<file path="src/rtl/mult_acc_pipe.sv">
`default_nettype none
// +----------------------------------------------------------------------------+
// | mult_acc_pipe: three-stage pipelined multiplier / multiply-accumulator      |
// |   with valid qualifier, accumulator clear and sticky overflow flag.         |
// | Revision: 1.0                                                               |
// +----------------------------------------------------------------------------+
module mult_acc_pipe #(
  parameter int WIDTH     = 8,
  parameter int ACC_WIDTH = 24,
  parameter int SIGNED    = 0
) (
  input  logic                 clk,
  input  logic                 reset,
  input  logic                 in_valid,
  input  logic [WIDTH-1:0]     a,
  input  logic [WIDTH-1:0]     b,
  input  logic                 mode,
  input  logic                 acc_clr,
  output logic                 out_valid,
  output logic [ACC_WIDTH-1:0] q,
  output logic                 overflow
);

  localparam int c_PROD_W = 2 * WIDTH;

  if (WIDTH < 2) begin : g_bad_width
    $error("mult_acc_pipe: WIDTH must be >= 2");
  end
  if (ACC_WIDTH < c_PROD_W) begin : g_bad_acc_width
    $error("mult_acc_pipe: ACC_WIDTH must be >= 2*WIDTH");
  end

  // Stage 1: input registers
  logic [WIDTH-1:0] a1_q, b1_q;
  logic             vld1_q, mode1_q, clr1_q;

  always_ff @(posedge clk or posedge reset) begin
    if (reset) begin
      a1_q    <= '0;
      b1_q    <= '0;
      vld1_q  <= 1'b0;
      mode1_q <= 1'b0;
      clr1_q  <= 1'b0;
    end else begin
      a1_q    <= a;
      b1_q    <= b;
      vld1_q  <= in_valid;
      mode1_q <= mode;
      clr1_q  <= acc_clr;
    end
  end

  // Stage 2: full-width product of the registered operands
  logic [c_PROD_W-1:0] prod_d, prod_q;
  logic                vld2_q, mode2_q, clr2_q;

  if (SIGNED != 0) begin : g_smul
    logic signed [c_PROD_W-1:0] w_sa, w_sb;
    assign w_sa   = {{WIDTH{a1_q[WIDTH-1]}}, a1_q};
    assign w_sb   = {{WIDTH{b1_q[WIDTH-1]}}, b1_q};
    assign prod_d = w_sa * w_sb;
  end else begin : g_umul
    assign prod_d = {{WIDTH{1'b0}}, a1_q} * {{WIDTH{1'b0}}, b1_q};
  end

  always_ff @(posedge clk or posedge reset) begin
    if (reset) begin
      prod_q  <= '0;
      vld2_q  <= 1'b0;
      mode2_q <= 1'b0;
      clr2_q  <= 1'b0;
    end else begin
      prod_q  <= prod_d;
      vld2_q  <= vld1_q;
      mode2_q <= mode1_q;
      clr2_q  <= clr1_q;
    end
  end

  // Stage 3: extend product, then load or accumulate into q
  logic [ACC_WIDTH-1:0] w_ext;
  logic [ACC_WIDTH:0]   w_sum;
  logic                 w_add_ovf;
  logic [ACC_WIDTH-1:0] q_d, q_q;
  logic                 ovf_d, ovf_q, out_valid_q;

  if (SIGNED != 0) begin : g_sext
    assign w_ext = ACC_WIDTH'($signed(prod_q));
  end else begin : g_zext
    assign w_ext = ACC_WIDTH'(prod_q);
  end

  assign w_sum = {1'b0, q_q} + {1'b0, w_ext};

  // Signed: operands agree in sign but the sum does not; unsigned: carry-out.
  assign w_add_ovf = (SIGNED != 0)
                   ? ((q_q[ACC_WIDTH-1] == w_ext[ACC_WIDTH-1]) &&
                      (w_sum[ACC_WIDTH-1] != q_q[ACC_WIDTH-1]))
                   : w_sum[ACC_WIDTH];

  always_comb begin
    q_d   = q_q;
    ovf_d = ovf_q;
    if (vld2_q) begin
      if (!mode2_q || clr2_q) begin
        q_d   = w_ext;
        ovf_d = 1'b0;
      end else begin
        q_d   = w_sum[ACC_WIDTH-1:0];
        ovf_d = ovf_q | w_add_ovf;
      end
    end else if (clr2_q) begin
      q_d   = '0;
      ovf_d = 1'b0;
    end
  end

  always_ff @(posedge clk or posedge reset) begin
    if (reset) begin
      q_q         <= '0;
      ovf_q       <= 1'b0;
      out_valid_q <= 1'b0;
    end else begin
      q_q         <= q_d;
      ovf_q       <= ovf_d;
      out_valid_q <= vld2_q;
    end
  end

  assign q         = q_q;
  assign overflow  = ovf_q;
  assign out_valid = out_valid_q;

endmodule
`default_nettype wire

</file>
<file path="config.mk">
export PLATFORM = sky130hd
export DESIGN_NAME = mult_acc_pipe
export DESIGN_NICKNAME = d
export VERILOG_FILES = /design/src/rtl/mult_acc_pipe.sv
export SDC_FILE = /design/constraint.sdc
export NUM_CORES = 1
export LEC_CHECK = 0
export ABC_AREA = 1
export CAP_MARGIN = 20
export CORE_AREA = 10 10 119 121
export CTS_CLUSTER_SIZE = 8
export DETAILED_ROUTE_END_ITERATION = 10
export DIE_AREA = 0 0 129 131
export GPL_TIMING_DRIVEN = 0
export PLACE_DENSITY = 0.81
export SYNTH_ARGS = -nofsm -noshare
export SYNTH_HDL_FRONTEND = slang
export SYNTH_SLANG_ARGS = --single-unit
</file>
<file path="constraint.sdc">
create_clock -name clk -period 11.6 [get_ports clk]
set_input_delay 3.48 -clock clk [delete_from_list [all_inputs] [get_ports clk]]
set_output_delay 3.48 -clock clk [all_outputs]
set_load 0.01 [all_outputs]
</file>
## After elaboration in Yosys (flattened, before gate mapping)

Cells that the tools add are included.

- Register bits after elaboration: 64
- Bits in latches: 0
- Memory bits (writable): 0
- Memory bits (read-only): 0
- Output and inout bits: 26
- Logic and storage cells: 24
- Memories: 0

- $add $sub $neg: 1
- Multiply operators: 1
- Div/mod/pow operators: 0
- Magnitude comparators: 0
- Eq/ne operators: 0
- Shifts and indexed selects: 0
- Multiplexer cells: 6
- Bitwise operators: 1
- Reduce and logical (&&, ||, !) cells: 3

Operator list:

| kind | number |
|---|---|
| $mux 24 | 3 |
| $add 24x16->25 | 1 |
| $mul 8x8->16 | 1 |
| $mux 1 | 3 |
| $reduce_bool 2->1 | 1 |
| $logic_not 1->1 | 1 |
| $logic_or 1x1->1 | 1 |
| $or 1x1->1 | 1 |

## Depth between registers and ports, before layout

- Depth after elaboration: 4
- Depth in mapped cells: 19
- Depth with buffers taken out: 18

## Worst setup path after synthesis

Ideal clock, no wire load.

- Path kind: register to output
- Start: register q_q[16], in the netlist q[16]
- End: output port q[16]
- Arrival time: 461 ps
- Data required time: 8120 ps
- Setup slack: 7659 ps
- Cell stages (with the launch flop): 1
- Cell sequence: dfrtp_1

RTL lines:

| what | line | RTL |
|---|---|---|
| start: declaration | 84 | `logic [ACC_WIDTH-1:0] q_d, q_q;` |
| start signal: assignment | 124 | `q_q <= q_d;` |
| end: declaration | 20 | `output logic [ACC_WIDTH-1:0] q,` |

No word-level cell between the ends.

## Worst setup path in the final report

- Start: register q_q[16], in the netlist q[16]
- End: output port q[16]

No word-level cell between the ends.

==> metrics.yaml <==
grt_antenna_before_repair: 0
die_area_mm2: 0.0169
synthXorXnorAreaFrac_pct: 2.43
cts_tree: "built"
postSynthCellCount: 811
die_w_um: 129
whs_path_depth: 0
yosys.area_share.simple_pct: 27.9
nNetsFinal: 979
grt_max_degree: 39
hold_path_class: "flop to flop"
synth.yosys.warnings: 0
place.gp.congestion: 0.907
power.leakage_uw: 0.00389
coreArea_mm2: 0.0118
routed_wl_mm: 13.1
grtUsageTotal_pct: 16.9
io_pins: 47
yosys.area.top_type_share_pct: 27.7
avgSynthCellArea_um2: 7.12
power.density_mw_per_mm2: 200
ys_ff_latch: 64
place.port_buffers: 46
drv_cap: 0
fmax_mhz: 203
syn_nets: 921
path_buf_inv: 1
setup_ws_ns: 6.68
period_share_pct: 42.4
finalHoldViolCount: 0
synth_mux_area_share_pct: 0
yosys.area_share.adder_pct: 24.1
finalMaxSlewViolations: 0
cpPeakStageDelay_ns: 0.60
tns_ns: 0
critical_path_required_ns: 8.12
yosys-top-cells-area: "dfrtp_1 (28%), nand2_1 (17%), fa_1 (13%)"
dpl_worst_slack_ns: 6.94
synth_area_mm2: 0.00578
worstSkewPairLatency_ns: 0.34
post_cts_buffers: 0
cp_slowest_cell: "clkdlybuf4s50_1"
clk_path_buf_depth: 2
min_period_ns: 4.92
core.rowCount: 40
diodes: 0
synth_compound_area_share_pct: 4.76
cts_max_level: 3
synth_top_family_by_area: "simple AND/OR/NAND/NOR gates"
cts_buffers: 9
num-fill-cells: 1057
fin_worst_skew_ns: 0.00746
critical_path_class: "flop to output port"
cts_root_buf: "clkbuf_16"
first_iter_violations: 304
worst_pin_slew_ns: 0.802
synth-edff-count: 0
critical_path_depth: 1
crit_fanout: 8
cts_hold_buf: 0
die_height_um: 131
async_flop_share_pct: 100
drive_gt1_share_pct: 4.35
cp.arrival_ns: 1.44
crit_path_cell_trace: "clkdlybuf4s50_1"
yosysTopAreaCell: "dfrtp_1"
ys_types: 29
dpl.hpwl_mm: 10.5
clock_sinks: 64
ir_drop_mv: 0.0816
overflow: 0
cts_resized: 0
synth.most_common_cell: "nand2_1"
wl_per_cell_um: 12.9
maxSlewHeadroom_pct: 46.4
vias_per_cell: 4.86
synthTopCellsByCount: "nand2_1 (262), inv_1 (178), dfrtp_1 (64)"
ant_nets: 0
finalSetupViolations: 0
run_status: "finished clean"
ys_seq_area_share_pct: 27.7
syn2layout_area_growth_pct: 17.2
dr.pass1.iters: 5
synthFlopType: "dfrtp_1"
vias: 4965
crit_family: "buffers and inverters"
start_util_pct: 48.9
grt_pass1_wl_mm: 23.0
reg2regPathDepth: 15
end_kind: "output port"
cp-start-kind: "flop"
rsz0062_at_grt: "false"
drc: 0
grt_pass1_vias: 5121
clk_pin_slew_ns: 0.06
## final timing paths
check	start	end	slack, ns
worst max-delay path	q[16]	q[16]	6.68
worst min-delay path	vld1_q	vld2_q	0.35
worst max register to register	a1_q[2]	prod_q[13]	7.39
max in group asynchronous	reset	q[15]	7.37
worst min register to register	vld1_q	vld2_q	0.35
min in group asynchronous	reset	b1_q[2]	3.61
## registers in the layout (all words and copies together), names as in the netlist, 8 cells and up
name	count
a1_q	8
q	24
prod_q	16
b1_q	8
## area by class of cell
type                       count  area [µm²]  share of cell area [%]
buffer                        21        82.6                    1.22
clock buffer                   9         225                    3.33
clock inverter                 7         103                    1.52
inverter                     179         672                    9.93
multi-input combinational    547        3420                    50.5
sequential                    64        1600                    23.7
tap                          147         184                    2.72
timing repair buffer          47         480                    7.10
## cell usage in the layout, fill, tap and decap left out, drive strengths merged
cell / netlist / layout
a32o: 1 / 1
and2: 3 / 3
clkinv: 0 / 2
nand4: 12 / 12
o211ai: 2 / 2
nor2: 55 / 55
a211oi: 1 / 1
ha: 52 / 52
nand2: 270 / 270
o21bai: 3 / 3
xnor2: 3 / 3
nor3: 3 / 3
nand3b: 2 / 2
clkbuf: 18 / 27
or2: 1 / 1
inv: 179 / 181
fa: 37 / 37
a31oi: 1 / 1
dfrtp: 64 / 64
a21oi: 18 / 18
xor2: 13 / 13
bufinv: 0 / 2
buf: 3 / 4
nand3: 46 / 46
o21ai: 24 / 24
clkdlybuf4s50: 0 / 46
clkinvlp: 0 / 1
## through the flow
stage	power (µW)	instances	area (µm²)	hold slack, ns	util (%)
after detailed placement	1040	1005	6440	0.336	54.5
after global routing	1490	1021	6770	0.358	57.3
final	1350	1021	6770	0.346	57.3
after CTS	1350	1021	6770	0.348	57.3
after global placement	1030	1004	6420	0.333	54.4
after floorplan	858	811	5780	0.331	-
## power breakdown
part / switching, µW / internal, µW / total [µW]
Sequential: 35.4 / 270 / 306
Clock: 113 / 190 / 303
Combinational: 461 / 282 / 743
## cell families (layout without fill, tap and decap cells)
group / count (synthesis) / after routing
buf+inv: 200 / 263
compound gates: 50 / 50
fa+ha+maj: 89 / 89
xor+xnor: 16 / 16
simple gates: 392 / 392
flops: 64 / 64
## metal layers
metal | routed length (µm) | global-route usage [%] | part of all wire, %
met5 | 0 | 0 | 0
met4 | 361 | 6.56 | 2.7
met3 | 559 | 3.10 | 4.3
met2 | 6450 | 30.8 | 49
met1 | 5760 | 19.2 | 44
No activity file was read; power rests on OpenSTA's default activity.
